--- src/rtl/offset_cmp_monitor.sv ---
// Offset-sum threshold monitor: raises an alarm after HIT_LEN consecutive hits, then
// emits one event record (peak hit sum and source channels) and cools down for HOLD_LEN quiet samples.
module offset_cmp_monitor #(
  parameter int unsigned HIT_LEN  = 3,
  parameter int unsigned HOLD_LEN = 4
) (
  input  logic       clk,
  input  logic       rst,
  input  logic       in_valid,
  output logic       in_ready,
  input  logic [4:0] sum_a,
  input  logic       hit_a,
  input  logic [4:0] sum_b,
  input  logic       hit_b,
  output logic       alarm,
  output logic [2:0] run_cnt,
  output logic       evt_valid,
  input  logic       evt_ready,
  output logic [4:0] evt_peak,
  output logic [1:0] evt_src
);

  localparam logic [2:0] HitLen  = HIT_LEN[2:0];
  localparam logic [2:0] HoldLen = HOLD_LEN[2:0];

  typedef enum logic [1:0] {StIdle, StRun, StAlarm, StHold} state_e;

  state_e     state_q, state_d;
  logic [2:0] run_cnt_q, run_cnt_d;
  logic [2:0] hold_cnt_q, hold_cnt_d;
  logic [4:0] peak_q, peak_d;
  logic [1:0] src_q, src_d;
  logic       alarm_q, alarm_d;
  logic       evt_valid_q, evt_valid_d;
  logic [4:0] evt_peak_q, evt_peak_d;
  logic [1:0] evt_src_q, evt_src_d;

  logic       hit;
  logic       accept;
  logic [4:0] sum_a_m, sum_b_m, hsum, peak_max;

  assign in_ready  = !evt_valid_q;
  assign alarm     = alarm_q;
  assign run_cnt   = run_cnt_q;
  assign evt_valid = evt_valid_q;
  assign evt_peak  = evt_peak_q;
  assign evt_src   = evt_src_q;

  always_comb begin
    hit      = hit_a | hit_b;
    accept   = in_valid && !evt_valid_q;
    sum_a_m  = hit_a ? sum_a : 5'd0;
    sum_b_m  = hit_b ? sum_b : 5'd0;
    hsum     = (sum_a_m > sum_b_m) ? sum_a_m : sum_b_m;
    peak_max = (hsum > peak_q) ? hsum : peak_q;
  end

  always_comb begin
    state_d     = state_q;
    run_cnt_d   = run_cnt_q;
    hold_cnt_d  = hold_cnt_q;
    peak_d      = peak_q;
    src_d       = src_q;
    evt_peak_d  = evt_peak_q;
    evt_src_d   = evt_src_q;
    evt_valid_d = evt_valid_q && !evt_ready;

    if (accept) begin
      unique case (state_q)
        StIdle: begin
          if (hit) begin
            run_cnt_d = 3'd1;
            peak_d    = hsum;
            src_d     = {hit_b, hit_a};
            state_d   = (HitLen == 3'd1) ? StAlarm : StRun;
          end
        end
        StRun: begin
          if (hit) begin
            run_cnt_d = run_cnt_q + 3'd1;
            peak_d    = peak_max;
            src_d     = src_q | {hit_b, hit_a};
            if (run_cnt_q + 3'd1 == HitLen) state_d = StAlarm;
          end else begin
            state_d   = StIdle;
            run_cnt_d = 3'd0;
            peak_d    = 5'd0;
            src_d     = 2'd0;
          end
        end
        StAlarm: begin
          if (hit) begin
            peak_d = peak_max;
            src_d  = src_q | {hit_b, hit_a};
          end else begin
            run_cnt_d   = 3'd0;
            evt_valid_d = 1'b1;
            evt_peak_d  = peak_q;
            evt_src_d   = src_q;
            peak_d      = 5'd0;
            src_d       = 2'd0;
            // The alarm-ending sample already counts as the first quiet sample.
            if (HoldLen == 3'd1) begin
              state_d    = StIdle;
              hold_cnt_d = 3'd0;
            end else begin
              state_d    = StHold;
              hold_cnt_d = 3'd1;
            end
          end
        end
        StHold: begin
          if (hit) begin
            hold_cnt_d = 3'd0;
          end else if (hold_cnt_q + 3'd1 == HoldLen) begin
            state_d    = StIdle;
            hold_cnt_d = 3'd0;
          end else begin
            hold_cnt_d = hold_cnt_q + 3'd1;
          end
        end
        default: state_d = StIdle;
      endcase
    end

    alarm_d = (state_d == StAlarm);
  end

  always_ff @(posedge clk) begin
    if (rst) begin
      state_q     <= StIdle;
      run_cnt_q   <= 3'd0;
      hold_cnt_q  <= 3'd0;
      peak_q      <= 5'd0;
      src_q       <= 2'd0;
      alarm_q     <= 1'b0;
      evt_valid_q <= 1'b0;
      evt_peak_q  <= 5'd0;
      evt_src_q   <= 2'd0;
    end else begin
      state_q     <= state_d;
      run_cnt_q   <= run_cnt_d;
      hold_cnt_q  <= hold_cnt_d;
      peak_q      <= peak_d;
      src_q       <= src_d;
      alarm_q     <= alarm_d;
      evt_valid_q <= evt_valid_d;
      evt_peak_q  <= evt_peak_d;
      evt_src_q   <= evt_src_d;
    end
  end

endmodule

--- config.mk ---
export PLATFORM = sky130hd
export DESIGN_NAME = offset_cmp_monitor
export DESIGN_NICKNAME = d
export VERILOG_FILES = /design/src/rtl/offset_cmp_monitor.sv
export SDC_FILE = /design/constraint.sdc
export NUM_CORES = 1
export LEC_CHECK = 0
export ABC_CLOCK_PERIOD_IN_PS = 3200
export BUFFER_PORTS_ARGS = -buffer_cell sky130_fd_sc_hd__buf_2
export CAP_MARGIN = 20
export CELL_PAD_IN_SITES_DETAIL_PLACEMENT = 1
export CELL_PAD_IN_SITES_GLOBAL_PLACEMENT = 1
export CORE_ASPECT_RATIO = 1.2
export CORE_MARGIN = 1
export CORE_UTILIZATION = 39
export CTS_BUF_LIST = sky130_fd_sc_hd__clkbuf_8
export DETAILED_ROUTE_END_ITERATION = 8
export PLACE_DENSITY_LB_ADDON = 0.1
export SLEW_MARGIN = 10
export SYNTH_ARGS = -nofsm -noshare
export SYNTH_HDL_FRONTEND = slang
export SYNTH_SLANG_ARGS = --single-unit
--- constraint.sdc ---
create_clock -name clk -period 3.2 [get_ports clk]
set_input_delay 0.64 -clock clk [delete_from_list [all_inputs] [get_ports clk]]
set_output_delay 0.64 -clock clk [all_outputs]
set_load 0.05 [all_outputs]
==> impl_metrics.env, run 1 <==
export IMPL_synth_compound_area_share_pct=20.4
export IMPL_path_clk_slew_ps=90
export IMPL_r2r_setup_slack_ps=1160
export IMPL_dp_cells=278
export IMPL_syn_inst=193
export IMPL_fmax_mhz=322
export IMPL_io_buffers=28
export IMPL_peakVddDrop_uv=163
export IMPL_synthDominantCellAreaShare_pct=28.9
export IMPL_synth_nets=228
export IMPL_rr_worst_depth=6
export IMPL_fin_crit_sh_pct=97.1
export IMPL_cts_root_buf="clkbuf_8"
export IMPL_most_common_layout_cells="buf_2, dfxtp_1, nand2_1"
export IMPL_dp_hpwl_um=3410
export IMPL_crit_type="primary input to flip-flop"
export IMPL_grt_pass1_vias=1537
export IMPL_hold_depth=2
export IMPL_synthSimpleGateAreaFrac_pct=22.0
export IMPL_async_flop_share_pct=0
export IMPL_die_area_mm2=0.00453
export IMPL_worst_slew_margin_rel_pct=66.6
export IMPL_start_util_pct=41.6
export IMPL_cts_tree="built"
export IMPL_cp_depth=15
export IMPL_post_route_util_pct=50.5
export IMPL_vias_per_cell=5.20
export IMPL_drt_pass1_iterations=4
export IMPL_cp_end_kind="flip-flop"
export IMPL_clock_skew_ps=9.23
export IMPL_hp_class="flip-flop to flip-flop"
export IMPL_leakage_nw=0.959
export IMPL_muxShareOfSynthArea_pct=6.09
export IMPL_hold_viol=0
export IMPL_path_max_fanout=7
export IMPL_grt_max_degree=20
export IMPL_boundaryPins=29
export IMPL_drt_iter0_markers=108
export IMPL_syn_avg_cell_area_um2=8.62
export IMPL_period_needed_ps=3110
export IMPL_drive_above_1_share_pct=28.1
export IMPL_cts_buffers=3
export IMPL_setup_viol=0
export IMPL_die_width_um=61.6
export IMPL_placed_area_mm2=0.00190
export IMPL_fin_cells=285
export IMPL_multi_input_area_mm2=0.00109
export IMPL_clkLatencyLatePin_ps=280
export IMPL_dieHeight_um=73.6
export IMPL_synth_flop_cell="dfxtp_1"
export IMPL_num_rows=25
export IMPL_nNetsFinal=267
export IMPL_ys_ff_latch=24
export IMPL_synth_area_leaders="dfxtp_1, ha_1, mux2i_1"
export IMPL_register_area_um2=480
export IMPL_core_area_mm2=0.00400
export IMPL_grt_total_usage_pct=19.9
export IMPL_critPathMaxStageDelay_ps=300
export IMPL_power_density_mw_per_mm2=393
export IMPL_ys_seq_area_share_pct=28.9
export IMPL_mostFrequentLayoutCell="buf_2"
export IMPL_syn_area_mm2=0.00166
export IMPL_antennaDiodeCount=0
export IMPL_clock_sinks=24
export IMPL_area_delta_synth_final_pct=21.6
export IMPL_synthAdderAreaFrac_pct=14.3
export IMPL_htree_levels=1
export IMPL_crit_slowest_cell="ha_1"
export IMPL_start_kind="primary input"
export IMPL_yosysWarnings=0
export IMPL_crit_buf_inv=4
export IMPL_grt_overflow_total=0
export IMPL_maxCapViolCount=0
export IMPL_critPathRequiredTime_ps=3370
export IMPL_num_vias=1481
export IMPL_synth_edff_count=0
export IMPL_grt_pass1_wl_um=6670
export IMPL_synth_top_family_by_area="simple AND/OR/NAND/NOR gates"
export IMPL_place_gp_congestion=0.861
export IMPL_final_area_mm2=0.00202
export IMPL_crit_family="simple AND/OR/NAND/NOR gates"
export IMPL_maxSlewViolCount=0
export IMPL_synth_xor_area_share_pct=1.05
export IMPL_drt_wl_total_um=4260
export IMPL_drtAntennaViolNets=0
export IMPL_fill_cells=524
export IMPL_wire_per_inst_um=15.0
export IMPL_antenna_found_initial=0
export IMPL_worst_pin_slew_ps=500
export IMPL_cp_arrival_ps=3280
export IMPL_path_cells="buf_2 -> nand2_1 -> inv_1 -> ha_1 -> and3_1 -> and3_1 -> a21oi_2 -> buf_4 -> mux2i_2 -> ha_1 -> and4_1 -> nand4_4 -> o211ai_4 -> buf_4 -> a32o_1"
export IMPL_yosysUniqueCellTypes=49
export IMPL_drc=0
export IMPL_clockBufferDepth=2
export IMPL_status="complete, no violations"
export IMPL_synth_top_area_cell="dfxtp_1"
==> cells in the mapped netlist (2+ instances only) <==
master / number
a211oi_2: 2
buf_4: 2
ha_1: 19
o211ai_1: 2
dfxtp_1: 24
buf_2: 2
o21ai_1: 2
inv_1: 14
nand4_1: 2
and3_1: 2
clkbuf_1: 3
nor2b_1: 2
a22oi_1: 2
o211a_1: 2
nand3b_1: 2
a32o_1: 3
nor2_1: 21
nand3_1: 3
a21oi_1: 14
mux2i_1: 9
o21ai_0: 7
buf_6: 3
nor3_1: 4
nand2_1: 22
==> registers in the layout, indices dropped and copies added (netlist names) <==
register    count
evt_peak        5
alarm           1
src_q           2
evt_valid       1
peak_q          5
evt_src         2
run_cnt         3
state_q         2
hold_cnt_q      3
==> path summary, 6_finish.rpt <==
path | start | to
worst max-delay path | hit_a | peak_q[1]$_SDFFE_PP0P_
worst min-delay path | evt_peak[2]$_SDFFE_PP0P_ | evt_peak[2]$_SDFFE_PP0P_
worst max register to register | state_q[1]$_SDFF_PP0_ | peak_q[3]$_SDFFE_PP0P_
worst min register to register | evt_peak[2]$_SDFFE_PP0P_ | evt_peak[2]$_SDFFE_PP0P_
==> per-layer routing <==
layer / wire (um) / track usage, % / vias to the layer above / share of wire [%]
met5: 0 / 0 / - / 0
met4: 59 / 6.67 / 0 / 1.4
met3: 59 / 1.58 / 5 / 1.4
met2: 2470 / 39.8 / 15 / 58
met1: 1670 / 20.6 / 717 / 39
li1: - / - / 744 / -
==> cells by family after synthesis <==
group | Yosys count
AND/OR/NAND/NOR | 69
XOR/XNOR | 2
flip-flops | 24
adder cells (fa/ha/maj) | 19
AO/OA/AOI/OAI | 45
multiplexers | 10
buffers and inverters | 24
==> repair_timing <==
action,in CTS,in global routing
resized for setup,0,7
setup endpoints to repair,1,4
pin swaps,1,2
hold endpoints to repair,0,0
setup buffers,0,3
hold buffers,0,0
gates cloned,0,0
==> stage by stage <==
step                      setup TNS, ps  setup WS (ps)  hold WS, ps  power, W
after floorplan                       0           7.04          453  0.000453
after global placement             -489           -120          464  0.000497
after detailed placement          -1200           -311          477  0.000506
after CTS                             0           27.0          498  0.000782
after global routing              -79.4          -29.4          527  0.000826
final                                 0           93.2          489  0.000796
==> report_power, final <==
group          switching [W]  leakage, nW  internal [W]
clock network       0.000109       0.0357      0.000168
logic               0.000114        0.728     0.0000905
registers         0.00000736        0.195      0.000308
==> tightest hold or removal path, stage by stage (launching register included) <==
cell	delay (ps)
dfxtp_1	330
a21oi_1	60
nor2_1	70
==> layout make-up <==
| class | instances | area share (%) |
|---|---|---|
| multi-input cells | 145 | 53.9 |
| flip-flops and latches | 24 | 23.7 |
| repair buffers | 44 | 12.9 |
| well taps | 54 | 3.34 |
| inverters | 14 | 2.60 |
| clock buffers | 3 | 2.04 |
| clock inverters | 1 | 1.48 |
Power figures use the tool's default switching activity.
==> run 2, diff against run 1 <==
==> constraint.sdc (replaced) <==
create_clock -name clk -period 3.2 [get_ports clk]
set_input_delay 0.48 -clock clk [delete_from_list [all_inputs] [get_ports clk]]
set_output_delay 0.48 -clock clk [all_outputs]
set_load 0.05 [all_outputs]
==> run 2 against run 1 <==
Wire length down 4.7%. Final area down 5.9%. Power down 4.1%. Core utilization down 3.0 points. Clock-buffer cell count unchanged. Sequential share of layout area up 1.5 points. Critical endpoint is now peak_q[2]$_SDFFE_PP0P_. Sequential cell count unchanged. Final cell count down 4.2%. Clock skew down 2.4 ps. Hold slack worse by 33 ps. Setup slack better by 100 ps.
==> impl_metrics.env, run 2 (synthesis results as in run 1) <==
export IMPL_core_area_mm2=0.00400
export IMPL_clkLatencyLatePin_ps=280
export IMPL_grt_max_degree=20
export IMPL_dp_worst_setup_slack_ps=-106
export IMPL_nNetsFinal=255
export IMPL_path_max_fanout=8
export IMPL_drtAntennaViolNets=0
export IMPL_clockBufferDepth=2
export IMPL_r2r_setup_slack_ps=1200
export IMPL_leakage_nw=0.900
export IMPL_fin_ws_ps=196
export IMPL_die_area_mm2=0.00453
export IMPL_cp_arrival_ps=3230
export IMPL_crit_type="primary input to flip-flop"
export IMPL_dp_hpwl_um=3210
export IMPL_most_common_layout_cells="buf_2, dfxtp_1, nand2_1"
export IMPL_grt_total_usage_pct=19.7
export IMPL_antenna_found_initial=0
export IMPL_hold_buffers=0
export IMPL_setup_tns_ps=0
export IMPL_drt_pass1_iterations=4
export IMPL_period_needed_ps=3000
export IMPL_drc=0
export IMPL_cts_root_buf="clkbuf_8"
export IMPL_dieHeight_um=73.6
export IMPL_clock_skew_ps=6.86
export IMPL_rsz0062_at_grt="false"
export IMPL_cts_resized=0
export IMPL_vias_per_cell=5.29
export IMPL_maxCapViolCount=0
export IMPL_fin_crit_sh_pct=93.9
export IMPL_cts_buffers=3
export IMPL_place_gp_congestion=0.825
export IMPL_wire_per_inst_um=14.9
export IMPL_grt_pass1_vias=1456
export IMPL_cts_tree="built"
export IMPL_cp_end_kind="flip-flop"
export IMPL_die_width_um=61.6
export IMPL_setup_viol=0
export IMPL_htree_levels=1
export IMPL_power_density_mw_per_mm2=401
export IMPL_mostFrequentLayoutCell="buf_2"
export IMPL_fmax_mhz=333
export IMPL_drt_wl_total_um=4060
export IMPL_peakVddDrop_uv=194
export IMPL_area_delta_synth_final_pct=14.4
export IMPL_holdWs_ps=456
export IMPL_start_kind="primary input"
export IMPL_num_rows=25
export IMPL_grt_overflow_total=0
export IMPL_boundaryPins=29
export IMPL_grt_pass1_wl_um=6530
export IMPL_antennaDiodeCount=0
export IMPL_drt_iter0_markers=60
export IMPL_worst_slew_margin_rel_pct=64.5
export IMPL_maxSlewViolCount=0
export IMPL_io_buffers=28
export IMPL_clock_sinks=24
export IMPL_worst_pin_slew_ps=531
export IMPL_path_clk_slew_ps=90
export IMPL_critPathRequiredTime_ps=3420
export IMPL_power_total_w=0.000764
export IMPL_drive_above_1_share_pct=21.9
export IMPL_start_util_pct=41.6
export IMPL_hp_class="primary input to flip-flop"
export IMPL_hold_viol=0
export IMPL_status="complete, no violations"
export IMPL_post_route_util_pct=47.5
export IMPL_cts_setup_buffers=0
export IMPL_num_vias=1443
==> run 2: cell count changes in the layout (fill, tap and decap cells not counted) <==
cell | before | now
buf_4 | 16 | 4
mux2i_1 | 6 | 9
mux2i_2 | 3 | 0
a21oi_1 | 12 | 14
a21oi_2 | 3 | 1
a211oi_2 | 1 | 2
a211oi_4 | 2 | 1
mux2_2 | 0 | 1
mux2_4 | 1 | 0
o21ai_0 | 6 | 7
o21ai_1 | 3 | 2
==> run 2: stage by stage <==
| stage | cells | cell area, um2 |
|---|---|---|
| final | 273 | 1900 |
| after global routing | 273 | 1900 |
| after CTS | 273 | 1900 |
| after detailed placement | 269 | 1830 |
| after global placement | 269 | 1830 |
| after floorplan | 193 | 1660 |
==> run 2: layout make-up <==
type,instances,area [um2]
clock buffer,3,41.3
tap,54,67.6
sequential,24,480
multi-input combinational,145,1060
timing repair buffer,32,170
clock inverter,1,30.0
inverter,14,52.6
fill,519,2100
==> run 2: routing by layer <==
layer	wire [um]	track usage [%]	vias up
met1	1680	21.8	700
met5	0	0	-
met4	61	9.14	0
met2	2260	36.2	12
met3	58	2.11	4
li1	-	-	727
==> run 2: report_power, final <==
group          switching (W)  internal [W]  leakage, nW  total (W)
clock network       0.000108      0.000168       0.0357   0.000276
logic               0.000103     0.0000713        0.669   0.000174
registers         0.00000662      0.000308        0.195   0.000314
total               0.000217      0.000546        0.900   0.000764
==> run 2: worst paths after layout <==
| path | endpoint | start | cells past startpoint |
|---|---|---|---|
| worst max-delay path | peak_q[2]$_SDFFE_PP0P_ | hit_a | 14 |
| worst min-delay path | evt_valid$_SDFF_PP0_ | evt_ready | 3 |
| worst max register to register | peak_q[2]$_SDFFE_PP0P_ | state_q[1]$_SDFF_PP0_ | 6 |
| worst min register to register | evt_peak[3]$_SDFFE_PP0P_ | evt_peak[3]$_SDFFE_PP0P_ | 2 |
==> run 2: worst max-delay path, stage by stage <==
cell      delay [ps]
buf_2            130
nand2_1           90
inv_1             50
ha_1             290
and3_1           180
and3_1           180
a21oi_2          220
mux2_2           400
ha_1             190
nand2b_1         140
a21oi_1          250
o211ai_4         170
a211oi_2         300
a32o_1           150
==> run 3, diff against run 2 <==
- CORE_ASPECT_RATIO: 1.2 -> unset
==> run 3 against run 2 <==
Non-clock buffer count unchanged. Clock skew decreased by 2.7 ps. Sequential share of layout area increased by 0.13 points. Final cell count decreased by 1.5%. Global-route usage increased by 0.86 points. Clock power decreased by 24%. Clock-buffer cell count increased by 1. Die area about the same. Via count increased by 0.49%. First-iteration DRC count decreased by 45%. Sequential cell count unchanged. Final area decreased by 0.53%.
==> impl_metrics.env, run 3 (synthesis results as in run 1) <==
export IMPL_drt_iter0_markers=33
export IMPL_area_delta_synth_final_pct=13.8
export IMPL_cp_common_cell="ha_1"
export IMPL_place_gp_congestion=0.861
export IMPL_core_area_mm2=0.00406
export IMPL_die_width_um=67.3
export IMPL_hp_class="primary input to flip-flop"
export IMPL_crit_slowest_cell="o21ai_0"
export IMPL_clock_skew_ps=4.12
export IMPL_wire_per_inst_um=15.1
export IMPL_cts_root_buf="clkbuf_8"
export IMPL_dp_hpwl_um=3220
export IMPL_fin_crit_sh_pct=94.3
export IMPL_hold_buffers=0
export IMPL_r2r_setup_slack_ps=1240
export IMPL_vias_per_cell=5.39
export IMPL_start_util_pct=41.0
export IMPL_start_kind="primary input"
export IMPL_nNetsFinal=255
export IMPL_clock_sinks=24
export IMPL_drive_above_1_share_pct=22.4
export IMPL_grt_total_usage_pct=20.5
export IMPL_path_cells="buf_2 -> nand2_1 -> inv_1 -> ha_1 -> nor2b_1 -> o21ai_0 -> a21oi_4 -> buf_4 -> mux2i_1 -> ha_1 -> o211ai_1 -> a21oi_1 -> o211ai_4 -> a211oi_2 -> a32o_1"
export IMPL_num_vias=1450
export IMPL_grt_max_degree=20
export IMPL_path_clk_slew_ps=80
export IMPL_maxSlewViolCount=0
export IMPL_maxCapViolCount=0
export IMPL_dieHeight_um=67.3
export IMPL_cts_tree="built"
export IMPL_grt_pass1_wl_um=6850
export IMPL_clkLatencyLatePin_ps=270
export IMPL_clockBufferDepth=2
export IMPL_drtAntennaViolNets=0
export IMPL_antennaDiodeCount=0
export IMPL_antenna_found_initial=0
export IMPL_period_needed_ps=3020
export IMPL_mostFrequentLayoutCell="buf_2"
export IMPL_hold_viol=0
export IMPL_power_density_mw_per_mm2=371
export IMPL_die_area_mm2=0.00453
export IMPL_worst_slew_margin_rel_pct=64.8
export IMPL_drt_pass1_iterations=2
export IMPL_boundaryPins=29
export IMPL_rsz0062_at_grt="false"
export IMPL_cp_arrival_ps=3180
export IMPL_num_rows=23
export IMPL_holdWs_ps=469
export IMPL_post_route_util_pct=46.7
export IMPL_worst_pin_slew_ps=527
export IMPL_most_common_layout_cells="buf_2, dfxtp_1, nand2_1"
export IMPL_drc=0
export IMPL_cp_end_kind="flip-flop"
export IMPL_peakVddDrop_uv=146
export IMPL_status="complete, no violations"
export IMPL_leakage_nw=0.893
export IMPL_grt_overflow_total=0
export IMPL_setup_viol=0
export IMPL_grt_pass1_vias=1516
export IMPL_critPathRequiredTime_ps=3370
export IMPL_drt_wl_total_um=4050
export IMPL_path_max_fanout=8
export IMPL_htree_levels=1
export IMPL_crit_type="primary input to flip-flop"
export IMPL_cts_buffers=3
export IMPL_io_buffers=28
export IMPL_critPathMaxStageDelay_ps=360
export IMPL_fmax_mhz=331
-- run 3: through the flow --
step	instances	total power, W	setup slack (ps)	setup TNS (ps)	cell area [um2]
CTS	269	0.000711	98.6	0	1880
global placement	265	0.000490	-16.1	-46.0	1830
global route	269	0.000747	20.4	0	1890
detailed placement	265	0.000498	-189	-755	1830
floorplan	193	0.000451	139	0	1660
finish	269	0.000703	183	0	1890
-- run 3: repair_timing --
item / 4_1_cts / 5_1_grt
resized for setup: 0 / 2
buffers inserted: 0 / 0
setup endpoints to repair: 0 / 3
hold endpoints to repair: 0 / 0
-- run 3: power breakdown --
part	total, W	switching, W	internal [W]	leakage, nW
clock	0.000209	0.0000994	0.000110	0.0288
sequential	0.000314	0.00000672	0.000308	0.195
combinational	0.000179	0.000106	0.0000736	0.670
-- run 3: worst max-delay path, delay by kind of cell --
kind,cells,cell delay (ps)
AO/OA/AOI/OAI,7,1310
buffers and inverters,3,350
AND/OR/NAND/NOR,2,210
adder cells (fa/ha/maj),2,600
multiplexers,1,230
-- run 3: cell type report --
type | count | area [um2]
fillers | 502 | 2160
repair buffers | 32 | 170
flip-flops and latches | 24 | 480
clock buffers | 4 | 55.1
multi-input cells | 145 | 1070
well taps | 50 | 62.6
inverters | 14 | 52.6
-- run 3: routing by layer --
| metal | wire length (um) | vias to the layer above | GRT usage, % |
|---|---|---|---|
| met1 | 1940 | 694 | 24.5 |
| met2 | 1910 | 24 | 36.3 |
| met5 | 0 | - | 0 |
| met4 | 69 | 0 | 8.78 |
| met3 | 127 | 5 | 3.04 |
| li1 | - | 727 | - |
-- run 3: path summary, 6_finish.rpt --
path / startpoint / end / cells after the start
min: evt_ready / evt_valid$_SDFF_PP0_ / 3
min reg2reg: evt_peak[2]$_SDFFE_PP0P_ / evt_peak[2]$_SDFFE_PP0P_ / 2
max reg2reg: state_q[1]$_SDFF_PP0_ / peak_q[2]$_SDFFE_PP0P_ / 6
max: hit_a / peak_q[2]$_SDFFE_PP0P_ / 15
